`config.mk`:
```
export PLATFORM = sky130hd
export DESIGN_NAME = alu_uart_ctrl
export DESIGN_NICKNAME = d
export VERILOG_FILES = /design/src/rtl/alu_uart_ctrl.sv
export SDC_FILE = /design/constraint.sdc
export NUM_CORES = 1
export LEC_CHECK = 0
export ABC_AREA = 1
export BUFFER_PORTS_ARGS = -buffer_cell sky130_fd_sc_hd__buf_2
export CORE_MARGIN = 8
export CORE_UTILIZATION = 40
export CTS_CLUSTER_DIAMETER = 30
export DETAILED_ROUTE_END_ITERATION = 8
export PLACE_DENSITY = 0.67
export SLEW_MARGIN = 25
export SYNTH_ARGS = -nofsm -noshare
export SYNTH_HDL_FRONTEND = slang
export SYNTH_SLANG_ARGS = --single-unit
```
`constraint.sdc`:
```
create_clock -name clk -period 4.1 [get_ports clk]
set_clock_uncertainty 0.15 [all_clocks]
set_input_delay 0.82 -clock clk [delete_from_list [all_inputs] [get_ports clk]]
set_output_delay 0.82 -clock clk [all_outputs]
set_load 0.01 [all_outputs]
```
`src/rtl/alu_uart_ctrl.sv`:
```
// Frame sequencer: collects A, B and opcode bytes from the UART, drives the ALU, and sends the result back.
// Optional inter-byte timeout in GET_B/GET_OP is enabled with `define ALU_CTRL_TIMEOUT_EN.
module alu_uart_ctrl #(
  parameter int unsigned DATA_WIDTH     = 8,
  parameter int unsigned TIMEOUT_CYCLES = 100000
) (
  input  logic                  clk,
  input  logic                  rst_n,
  input  logic [DATA_WIDTH-1:0] rx_data,
  input  logic                  rx_done,
  input  logic                  tx_done,
  input  logic [DATA_WIDTH-1:0] alu_w,
  output logic [DATA_WIDTH-1:0] alu_a,
  output logic [DATA_WIDTH-1:0] alu_b,
  output logic [DATA_WIDTH-1:0] alu_op,
  output logic [DATA_WIDTH-1:0] tx_data,
  output logic                  tx_start,
  output logic                  busy,
  output logic                  err
);

  typedef enum logic [2:0] {
    GET_A,
    GET_B,
    GET_OP,
    EXEC,
    SEND,
    WAIT_TX,
    ERR
  } state_t;

  localparam logic [DATA_WIDTH-1:0] OP_ADD = DATA_WIDTH'(8'h20);
  localparam logic [DATA_WIDTH-1:0] OP_SUB = DATA_WIDTH'(8'h22);
  localparam logic [DATA_WIDTH-1:0] OP_AND = DATA_WIDTH'(8'h24);
  localparam logic [DATA_WIDTH-1:0] OP_OR  = DATA_WIDTH'(8'h25);
  localparam logic [DATA_WIDTH-1:0] OP_XOR = DATA_WIDTH'(8'h26);
  localparam logic [DATA_WIDTH-1:0] OP_NOR = DATA_WIDTH'(8'h27);
  localparam logic [DATA_WIDTH-1:0] OP_SRA = DATA_WIDTH'(8'h03);
  localparam logic [DATA_WIDTH-1:0] OP_SRL = DATA_WIDTH'(8'h02);

  state_t state, state_nx;
  logic   op_ok;
  logic   timeout;

  always_comb begin
    op_ok = 1'b0;
    case (rx_data)
      OP_ADD, OP_SUB, OP_AND, OP_OR,
      OP_XOR, OP_NOR, OP_SRA, OP_SRL: op_ok = 1'b1;
      default:                        op_ok = 1'b0;
    endcase
  end

`ifdef ALU_CTRL_TIMEOUT_EN
  localparam int unsigned CW = $clog2(TIMEOUT_CYCLES);

  logic [CW-1:0] tcnt;
  logic          waiting;

  assign waiting = (state == GET_B) || (state == GET_OP);
  // Expiry fires on the TIMEOUT_CYCLES-th idle cycle; a coincident rx_done suppresses it.
  assign timeout = waiting && !rx_done && (tcnt == CW'(TIMEOUT_CYCLES - 1));

  always_ff @(posedge clk or negedge rst_n) begin
    if (!rst_n) begin
      tcnt <= '0;
    end else if (waiting && !rx_done && !timeout) begin
      tcnt <= tcnt + CW'(1);
    end else begin
      tcnt <= '0;
    end
  end
`else
  assign timeout = 1'b0;
`endif

  always_ff @(posedge clk or negedge rst_n) begin
    if (!rst_n) begin
      state <= GET_A;
    end else begin
      state <= state_nx;
    end
  end

  always_comb begin
    state_nx = state;
    case (state)
      GET_A: begin
        if (rx_done) state_nx = GET_B;
      end
      GET_B: begin
        if (rx_done)      state_nx = GET_OP;
        else if (timeout) state_nx = ERR;
      end
      GET_OP: begin
        if (rx_done)      state_nx = op_ok ? EXEC : ERR;
        else if (timeout) state_nx = ERR;
      end
      EXEC:    state_nx = SEND;
      SEND:    state_nx = WAIT_TX;
      WAIT_TX: begin
        if (tx_done) state_nx = GET_A;
      end
      ERR:     state_nx = GET_A;
      default: state_nx = GET_A;
    endcase
  end

  always_comb begin
    tx_start = (state == SEND);
    err      = (state == ERR);
    busy     = (state == EXEC) || (state == SEND) || (state == WAIT_TX);
  end

  always_ff @(posedge clk or negedge rst_n) begin
    if (!rst_n) begin
      alu_a   <= '0;
      alu_b   <= '0;
      alu_op  <= '0;
      tx_data <= '0;
    end else begin
      if (rx_done) begin
        case (state)
          GET_A:   alu_a <= rx_data;
          GET_B:   alu_b <= rx_data;
          GET_OP:  if (op_ok) alu_op <= rx_data;
          default: ;
        endcase
      end
      if (state == EXEC) tx_data <= alu_w;
    end
  end

endmodule
```
==> impl_results.md, run 1 <==
- Syn_area_per_cell: 10.2 sq um
- Final setup fails: 0
- Relative slew slack: 49.4%
- I/O pins: 55
- Met3 routed WL: 180 microns
- ANT nets after route: 0
- FF-to-FF End: alu_op[0]
- Sequential share of the synthesized area: 58.0%
- Area leader, netlist: dfrtp_1
- DPL Wire Length: 2570 microns
- Yosys warnings: 0
- Max cap viols: 0
- Gr usage total: 11.8%
- Die area: 5990 sq um
- Top layer in use: met4
- Period minus WS final: 2.42 ns
- Worst hold path depth: 2
- Layout cell share with drive strength beyond 1: 46.6%
- Outcome: finished, final reports clean
- Largest net degree at the start of global routing: 36
- Highest clock rate: 413 MHz
- Vias in the first global route: 1236
- Met2 WL post-DR: 1630 microns
- Final #Nets: 227
- Clk root buf: clkbuf_8
- Worst Path Max Fanout: 9
- Unrepaired setup endpoints after global routing: no
- Post-synth top area share: 58.0%
- Via density: 4.52
- WL final: 3310 microns
- Worst path required time: 3.13 ns
- Worst-path clk slew: 0.07 ns
- Initial antenna violation count: 0
- Die width: 77.4 microns
- Dominant cells by area after synthesis: dfrtp_1, nand2_1, o21ai_2
- Clk_lat worst skew: 0.28 ns
- Crit Reg-Reg Startpoint: state[2]
- CP endpoint kind: output pin
- FF-to-FF path depth: 4
- Peak supply drop: 0.000227 V
- Fillcell total: 374
- CTS tree: built
- DRC: 0
- CTS Buffer Depth: 2
- DP Worst Slack: 1.97 ns
- Endpoint, Worst Hold: alu_op[4]
- Slew of the pin with the lowest slew margin: 0.759 ns
- Startpoint types: flop
- Routed length per instance: 12.9 microns
- Post-CTS Resized: 0
- Area of the multi-input gates: 532 sq um
- Pwr/cell area: 721 nW/um^2
- Worst Setup SP: state[2]
- Vias: 1158
- Setup CP Type: flop to output pin
- Tcrit/Tclk final: 59.1%
- Area Growth Syn to Fin: 27.0%
- Synth cell types: 21
- Wl on met1: 1430 microns
- Synth Register Bits: 35
- Synthesized area: 1510 sq um
- CTS Buf Count: 5
- Gpl congestion: 0.834
- Grt total ovfl: 0
- Fin worst setup slack: 1.68 ns
- Port bufs: 54
- Syn Nets: 168
- Register area: 876 sq um
- # hold bufs at CTS: 0
- Slack of the worst reg-to-reg path: 2.61 ns
- WP data arrival: 1.45 ns
- Setup TNS: 0 ns
- Final slew viol count: 0
- Setup repair bufs after CTS: 0
- Depth of the CTS H-tree: 2
- Pleak: 1.08 nW
- Row count: 22
- Post-Synthesis Cells: 148
- Die Y: 77.4 microns
- ANT cells: 0
- Clock sink count: 35
- Drt first pass iters: 4
- Core outline area: 3630 sq um
- Initial core utilization: 41.5%
- HP Class: flop to flop
- Final hold vios: 0
- Worst Hold Launch: alu_op[4]
- Initial DRC Count: 44
- First-pass GRT wire length: 5730 microns
## Yosys cell counts
library cell,count
dfrtp_1,35
nand2_1,34
inv_1,15
o21ai_2,11
mux2_2,8
o21ai_1,8
nand3_1,7
nor2_1,7
nand2_2,6
inv_2,5
buf_6,2
a21oi_1,1
a22oi_1,1
clkinv_1,1
nand2_4,1
nand3_2,1
nand4_2,1
nor2_2,1
nor2_4,1
nor3_1,1
nor3_2,1
## state kept, by name, summed over array words and instances, names as in the netlist
register,flops
tx_data,8
alu_b,8
alu_a,8
state,3
alu_op,8
## per-stage QoR
stage / std cells / instance area [sq um] / util [%] / hold WS, ns / power (W)
floorplan: 148 / 1510 / - / 0.353 / 0.000933
global placement: 248 / 1820 / 50.0 / 0.296 / 0.00113
detailed placement: 248 / 1820 / 50.0 / 0.302 / 0.00114
CTS: 256 / 1920 / 52.8 / 0.320 / 0.00141
global route: 256 / 1920 / 52.8 / 0.341 / 0.00149
finish: 256 / 1920 / 52.8 / 0.314 / 0.00138
## worst max-delay path: stages (launching register included)
cell and delay (ns):
dfrtp_1 0.44, inv_2 0.15, nand3_2 0.21, o21ai_2 0.14, a21oi_1 0.06, inv_1 0.06
buf_2 0.12
## area by class of cell
type,count,share of cell area (%)
inverters,21,4.11
clock buffers,8,5.22
well taps,48,3.13
repair buffers,54,14.1
multi-input cells,90,27.7
flip-flops and latches,35,45.7
## placed cells by master (no fill, tap or decap)
cell / n
o21ai_1: 8
nand2_4: 1
nor2_4: 1
clkbuf_1: 1
mux2_2: 8
dfrtp_1: 35
nor2_1: 7
a21oi_1: 1
nor3_1: 1
clkbuf_8: 7
clkinv_1: 1
nand2_2: 6
nand3_2: 1
nand2_1: 34
inv_2: 5
nand3_1: 7
nor2_2: 1
a22oi_1: 1
o21ai_2: 11
nor3_2: 1
inv_1: 15
nand4_2: 1
buf_2: 54
## report_power, final
group,internal (W),switching [W]
registers,0.000482,0.0000853
logic,0.000238,0.000312
clock network,0.000153,0.000113
## worst max path at each step
stage           end  slack, ns  cells after the start
2_1_floorplan  busy       2.16                      5
3_3_place_gp   busy       1.99                      6
3_5_place_dp   busy       1.97                      6
4_1_cts        busy       1.65                      6
5_1_grt        busy       1.53                      6
6_report       busy       1.68                      6
## kinds of logic after synthesis
family | after synthesis | share of synthesized area, %
simple gates | 61 | 19.4
buf+inv | 23 | 6.72
compound gates | 21 | 9.87
flops | 35 | 58.0
mux | 8 | 5.97
## metal layers
layer / track usage (%) / vias up
met3: 4.38 / 6
met4: 6.23 / 0
li1: - / 587
met2: 19.1 / 26
met5: 0 / -
met1: 13.2 / 539
Note: power is estimated with default switching activity, not from simulation.
==> run 2: changes to the inputs <==
- ABC_AREA: 1 -> 0
- clock period: 4.1 -> 2.3 ns (I/O delays scaled with it)
==> impl_results.md, run 2 <==
- Outcome: finished, final reports clean (unchanged)
- Final hold vios: 0 (unchanged)
- Gpl congestion: 0.711 (was 0.834)
- Setup TNS: 0 ns (unchanged)
- Die width: 76.5 microns (was 77.4 microns)
- Syn_area_per_cell: 15.1 sq um (was 10.2 sq um)
- Core outline area: 3580 sq um (was 3630 sq um)
- Max cap viols: 0 (unchanged)
- I/O pins: 55 (unchanged)
- Post-synth top area share: 59.8% (was 58.0%)
- CTS tree: built (unchanged)
- Routed length per instance: 15.0 microns (was 12.9 microns)
- Via density: 4.80 (was 4.52)
- Slack of the worst reg-to-reg path: 0.56 ns (was 2.61 ns)
- Startpoint types: flop (unchanged)
- Layout cell share with drive strength beyond 1: 60.3% (was 46.6%)
- WL final: 3050 microns (was 3310 microns)
- Synth Register Bits: 35 (unchanged)
- Worst Path Max Fanout: 9 (unchanged)
- Highest clock rate: 506 MHz
- Setup repair bufs after CTS: 0 (unchanged)
- Vias: 979 (was 1158)
- Peak supply drop: 0.000488 V (was 0.000227 V)
- Critical path's largest stage delay: 0.52 ns (was 0.44 ns)
- Clk root buf: clkbuf_4 (was clkbuf_8)
- Clk_lat worst skew: 0.32 ns (was 0.28 ns)
- Dominant cells by area after synthesis: dfrtp_1, mux2_2, and2_1 (was dfrtp_1, nand2_1, o21ai_2)
- Slowest cell on crit path: dfrtp_1 (unchanged)
- Worst path required time: 1.69 ns (was 3.13 ns)
- Slew of the pin with the lowest slew margin: 0.740 ns (was 0.759 ns)
- Fin worst setup slack: 0.324 ns (was 1.68 ns)
- Most common cell after layout, fill and taps aside: buf_2 (unchanged)
- Depth of the CTS H-tree: 2 (unchanged)
- Area leader, netlist: dfrtp_1 (unchanged)
- Initial antenna violation count: 0 (unchanged)
- Final #Nets: 175 (was 227)
- Post-Place Cell Area: 1770 sq um (was 1820 sq um)
- Vias in the first global route: 1121 (was 1236)
- Die Y: 76.5 microns (was 77.4 microns)
- Most frequent cells in the layout: buf_2, dfrtp_1, mux2_2, and2_1, clkbuf_4 (was buf_2, dfrtp_1, nand2_1, inv_1, o21ai_2)
- Critical Path Stages: 3 (was 6)
- CTS Buffer Depth: 2 (unchanged)
- Post-CTS Resized: 0 (unchanged)
- Number of flops mapped to enable cells by yosys: 0 (unchanged)
- Final slew viol count: 0 (unchanged)
- Total Power: 0.00226 W (was 0.00138 W)
- Buffers and inverters on the worst path: 1 (was 3)
- DPL Wire Length: 2390 microns (was 2570 microns)
- Largest net degree at the start of global routing: 36 (unchanged)
- Post-synth top flop: dfrtp_1 (unchanged)
- Synth cell types: 26 (was 21)
- DRC: 0 (unchanged)
- Unrepaired setup endpoints after global routing: no (unchanged)
- Period minus WS final: 1.98 ns
- Grt total ovfl: 0 (unchanged)
- Die area: 5850 sq um (was 5990 sq um)
- DP Worst Slack: 0.455 ns (was 1.97 ns)
- Initial core utilization: 40.9% (was 41.5%)
- Pwr/cell area: 1220 nW/um^2 (was 721 nW/um^2)
- CP endpoint kind: output pin (unchanged)
- Top-count cell post-synth: dfrtp_1 (unchanged)
- Yosys warnings: 0 (unchanged)
- Area Growth Syn to Fin: 25.8% (was 27.0%)
- Post-Synth Simple-Gate Area: 11.5% (was 19.4%)
- ANT cells: 0 (unchanged)
- Relative slew slack: 50.7% (was 49.4%)
- Initial DRC Count: 33 (was 44)
- Clock sink count: 35 (unchanged)
- Drt first pass iters: 4 (unchanged)
- HP Class: input port to async pin (was flop to flop)
- CP Cell Sequence: or2b_1 > nor2_1 > buf_2 (was inv_2 > nand3_2 > o21ai_2 > a21oi_1 > inv_1 > buf_2)
- Port bufs: 54 (unchanged)
- Worst path top cell family by delay: flip-flops (unchanged)
- Setup CP Type: flop to output pin (unchanged)
- Final instance area: 1840 sq um (was 1920 sq um)
- Final setup fails: 0 (unchanged)
- First-pass GRT wire length: 5030 microns (was 5730 microns)
- Syn Nets: 117 (was 168)
- Synth Area in Compound Gates: 4.27% (was 9.87%)
- Gr usage total: 10.4% (was 11.8%)
- Sequential share of the synthesized area: 59.8% (was 58.0%)
- Pleak: 0.919 nW (was 1.08 nW)
- Synthesized area: 1460 sq um (was 1510 sq um)
- Synth top cells by count: dfrtp_1, mux2_2, and2_1 (was dfrtp_1, nand2_1, inv_1)
- Largest family of logic cells by synthesized area: multiplexers (was simple AND/OR/NAND/NOR gates)
- ANT nets after route: 0 (unchanged)
- # hold bufs at CTS: 0 (unchanged)
- XOR/XNOR share of the synthesized area: 0.598% (was 0%)
- Row count: 22 (unchanged)
- Adder-Cell Fraction of Synth Area: 0% (unchanged)
- Tcrit/Tclk final: 85.9%
- Multiplexer area fraction after synthesis: 21.5% (was 5.97%)
- WP data arrival: 1.37 ns (was 1.45 ns)
- CTS Buf Count: 5 (unchanged)
- Worst-path clk slew: 0.10 ns (was 0.07 ns)
- FF-to-FF path depth: 2 (was 4)
- Post-synth ARST share: 100% (unchanged)
- Post-Synthesis Cells: 97 (was 148)
## run 2: changes by cell type after synthesis, sizes merged, moves of 5 or more
cell   previous run  this run
nand3             8         0
and2              0         5
o21ai            19         0
mux2              8        28
inv              20         1
nand2            41         3
nor2              9         2
## run 2: cell type report
cell class              instances  area [sq um]
fillers                       357          1740
inverters                       1          3.75
clock buffers                   8          68.8
flip-flops and latches         35           876
well taps                      48          60.1
multi-input cells              57           556
repair buffers                 55           278
## run 2: kinds of logic (layout without fill, tap and decap cells)
kind of cell              Yosys count  after routing
AOI/OAI and AO/OA                   7              7
DFF                                35             35
muxes                              28             28
buffers and inverters               5             64
and+or+nand+nor                    21             21
xor gates and xnor gates            1              1
## run 2: stage by stage
| step | hold slack (ns) | instances | util [%] |
|---|---|---|---|
| after floorplan | 0.0144 | 97 | - |
| after global placement | 0.314 | 196 | 49.5 |
| after detailed placement | 0.316 | 196 | 49.5 |
| after CTS | 0.0518 | 204 | 51.5 |
| after global routing | 0.0936 | 204 | 51.5 |
| final | 0.0321 | 204 | 51.5 |
## run 2: where the power goes
part | internal [W] | switching, W | total [W] | leakage [nW]
sequential | 0.000863 | 0.000167 | 0.00103 | 0.431
clock | 0.000180 | 0.000188 | 0.000368 | 0.0386
combinational | 0.000466 | 0.000391 | 0.000857 | 0.450
## run 2: path summary, 6_finish.rpt
kind | startpoint | to
setup / recovery | state[2] | tx_start
hold / removal | rst_n | alu_op[7]
setup reg to reg | state[2] | alu_a[6]
hold reg to reg | alu_op[3] | alu_op[3]
max in group asynchronous | rst_n | alu_b[4]
min in group clk | alu_w[0] | tx_data[0]
## run 2: per-layer routing
metal | track usage, % | share of wire, %
met5 | 0 | 0
met4 | 4.04 | 0.95
met3 | 5.90 | 11
met2 | 16.7 | 47
met1 | 11.1 | 41
==> run 3: changes to the inputs <==
- CTS_BUF_LIST: not set -> sky130_fd_sc_hd__clkbuf_2 sky130_fd_sc_hd__clkbuf_4 sky130_fd_sc_hd__clkbuf_8
- PLACE_DENSITY: 0.67 -> 0.7
- clock period: 2.3 -> 1.7 ns (I/O delays scaled with it)
==> impl_results.md, run 3 (same netlist as run 2, synthesis figures left out) <==
- Final setup fails: 2 (was 0)
- Tcrit/Tclk final: 103%
- WP data arrival: 1.26 ns (was 1.37 ns)
- Gpl congestion: 0.746 (was 0.711)
- Die area: 5850 sq um (unchanged)
- Drt first pass iters: 3 (was 4)
- HP Class: input port to flop (was input port to async pin)
- Via density: 4.83 (was 4.80)
- CTS Buffer Depth: 2 (unchanged)
- Largest net degree at the start of global routing: 19 (was 36)
- Clk root buf: clkbuf_4 (unchanged)
- Highest clock rate: 570 MHz
- ANT nets after route: 0 (unchanged)
- Vias in the first global route: 1211 (was 1121)
- CTS tree: built (unchanged)
- DRC: 0 (unchanged)
- Final #Nets: 185 (was 175)
- Cell count after placement: 201 (was 196)
- Layout cell share with drive strength beyond 1: 65.1% (was 60.3%)
- WL final: 3330 microns (was 3050 microns)
- ANT cells: 0 (unchanged)
- Die Y: 76.5 microns (unchanged)
- DPL Wire Length: 2570 microns (was 2390 microns)
- Initial antenna violation count: 0 (unchanged)
- Most common cell after layout, fill and taps aside: buf_2 (unchanged)
- CP endpoint kind: output pin (unchanged)
- Row count: 22 (unchanged)
- Clock sink count: 35 (unchanged)
- Relative slew slack: 71.7% (was 50.7%)
- Pleak: 0.973 nW (was 0.919 nW)
- Most frequent cells in the layout: buf_2, dfrtp_1, mux2_2, clkbuf_4, buf_4 (was buf_2, dfrtp_1, mux2_2, and2_1, clkbuf_4)
- Setup CP Type: flop to output pin (unchanged)
- Failing checks: negative setup slack
- Pwr/cell area: 1620 nW/um^2 (was 1220 nW/um^2)
- Initial DRC Count: 24 (was 33)
- Area Growth Syn to Fin: 33.4% (was 25.8%)
- Worst-path clk slew: 0.10 ns (about the same)
- CTS Buf Count: 5 (unchanged)
- Clk_lat worst skew: 0.33 ns (was 0.32 ns)
- Finished Layout Cells: 214 (was 204)
- Worst path required time: 1.21 ns (was 1.69 ns)
- Grt total ovfl: 0 (unchanged)
- Slack of the worst reg-to-reg path: 0.01 ns (was 0.56 ns)
- Slew of the pin with the lowest slew margin: 0.424 ns (was 0.740 ns)
- Depth of the CTS H-tree: 2 (unchanged)
- Startpoint types: flop (unchanged)
- Peak supply drop: 0.000839 V (was 0.000488 V)
- Register area: 880 sq um (was 876 sq um)
- Final slew viol count: 0 (unchanged)
- Initial core utilization: 40.9% (unchanged)
- I/O pins: 55 (unchanged)
- Worst Path Max Fanout: 6 (was 9)
- Fin worst setup slack: -0.0550 ns (was 0.324 ns)
- Final hold vios: 0 (unchanged)
- Period minus WS final: 1.75 ns
- Total Power: 0.00317 W (was 0.00226 W)
- Core outline area: 3580 sq um (unchanged)
- Fillcell total: 338 (was 357)
- Port bufs: 54 (unchanged)
- Max cap viols: 0 (unchanged)
- Routed length per instance: 15.6 microns (was 15.0 microns)
- Die width: 76.5 microns (unchanged)
- Unrepaired setup endpoints after global routing: yes (was no)
- Vias: 1034 (was 979)
- Outcome: finished, violations left (was finished, final reports clean)
- First-pass GRT wire length: 5730 microns (was 5030 microns)
- Area of the multi-input gates: 577 sq um (was 556 sq um)
- Gr usage total: 12.0% (was 10.4%)
run 3: final timing paths:
check                          start    endpoint  cells after the start
hold reg to reg            alu_op[4]   alu_op[4]                      1
min in group asynchronous      rst_n  tx_data[6]                      2
max in group asynchronous      rst_n    alu_b[7]                      3
setup / recovery            state[1]    tx_start                      3
hold / removal              alu_w[6]  tx_data[6]                      2
setup reg to reg            state[2]   alu_op[1]                      4
run 3: cell type report:
| type | count | share of cell area (%) |
|---|---|---|
| Timing Repair Buffer | 65 | 19.2 |
| Tap cell | 48 | 3.07 |
| Clock inverter | 1 | 0.256 |
| Multi-Input combinational cell | 57 | 29.5 |
| Clock buffer | 7 | 2.69 |
| Inverter | 1 | 0.192 |
| Sequential cell | 35 | 45.0 |
run 3: per-stage QoR:
stage                     utilization [%]  worst slack, ns  hold WS [ns]  area, sq um  setup TNS [ns]
after floorplan                         -           0.0937        -0.106         1460               0
after global placement               50.9           0.0619         0.143         1820               0
after detailed placement             50.9         -0.00568         0.155         1820        -0.00568
after CTS                            53.6          -0.0590        0.0783         1920         -0.0946
after global routing                 54.6           -0.148        0.0696         1950          -0.353
final                                54.6          -0.0550        0.0841         1950         -0.0758
run 3: critical path: stages (launching register included):
cell     delay, ns
dfrtp_2       0.45
or2b_1        0.26
nor2_1        0.09
buf_2         0.13
run 3: per-layer routing:
metal  part of all wire [%]  up-vias  global-route usage [%]
met1                     42      506                    13.3
met2                     50       33                    20.0
met4                    2.3        0                    5.96
met3                    6.1        9                    4.13
li1                       -      486                       -
met5                      0        -                       0
run 3: repair_timing:
action / in CTS / in global routing
endpoints found under the hold margin: 17 / 0
gates cloned: 0 / 0
hold buffers: 1 / 0
gates resized for setup: 3 / 6
endpoints found under the setup margin: 3 / 23
setup buffers: 3 / 1
pin swaps: 1 / 3
run 3: power breakdown:
group	internal [W]	switching [W]	leakage, nW	total [W]
logic	0.000737	0.000610	0.510	0.00135
clock network	0.000193	0.000263	0.0361	0.000456
registers	0.00118	0.000193	0.427	0.00137
total	0.00211	0.00107	0.973	0.00317
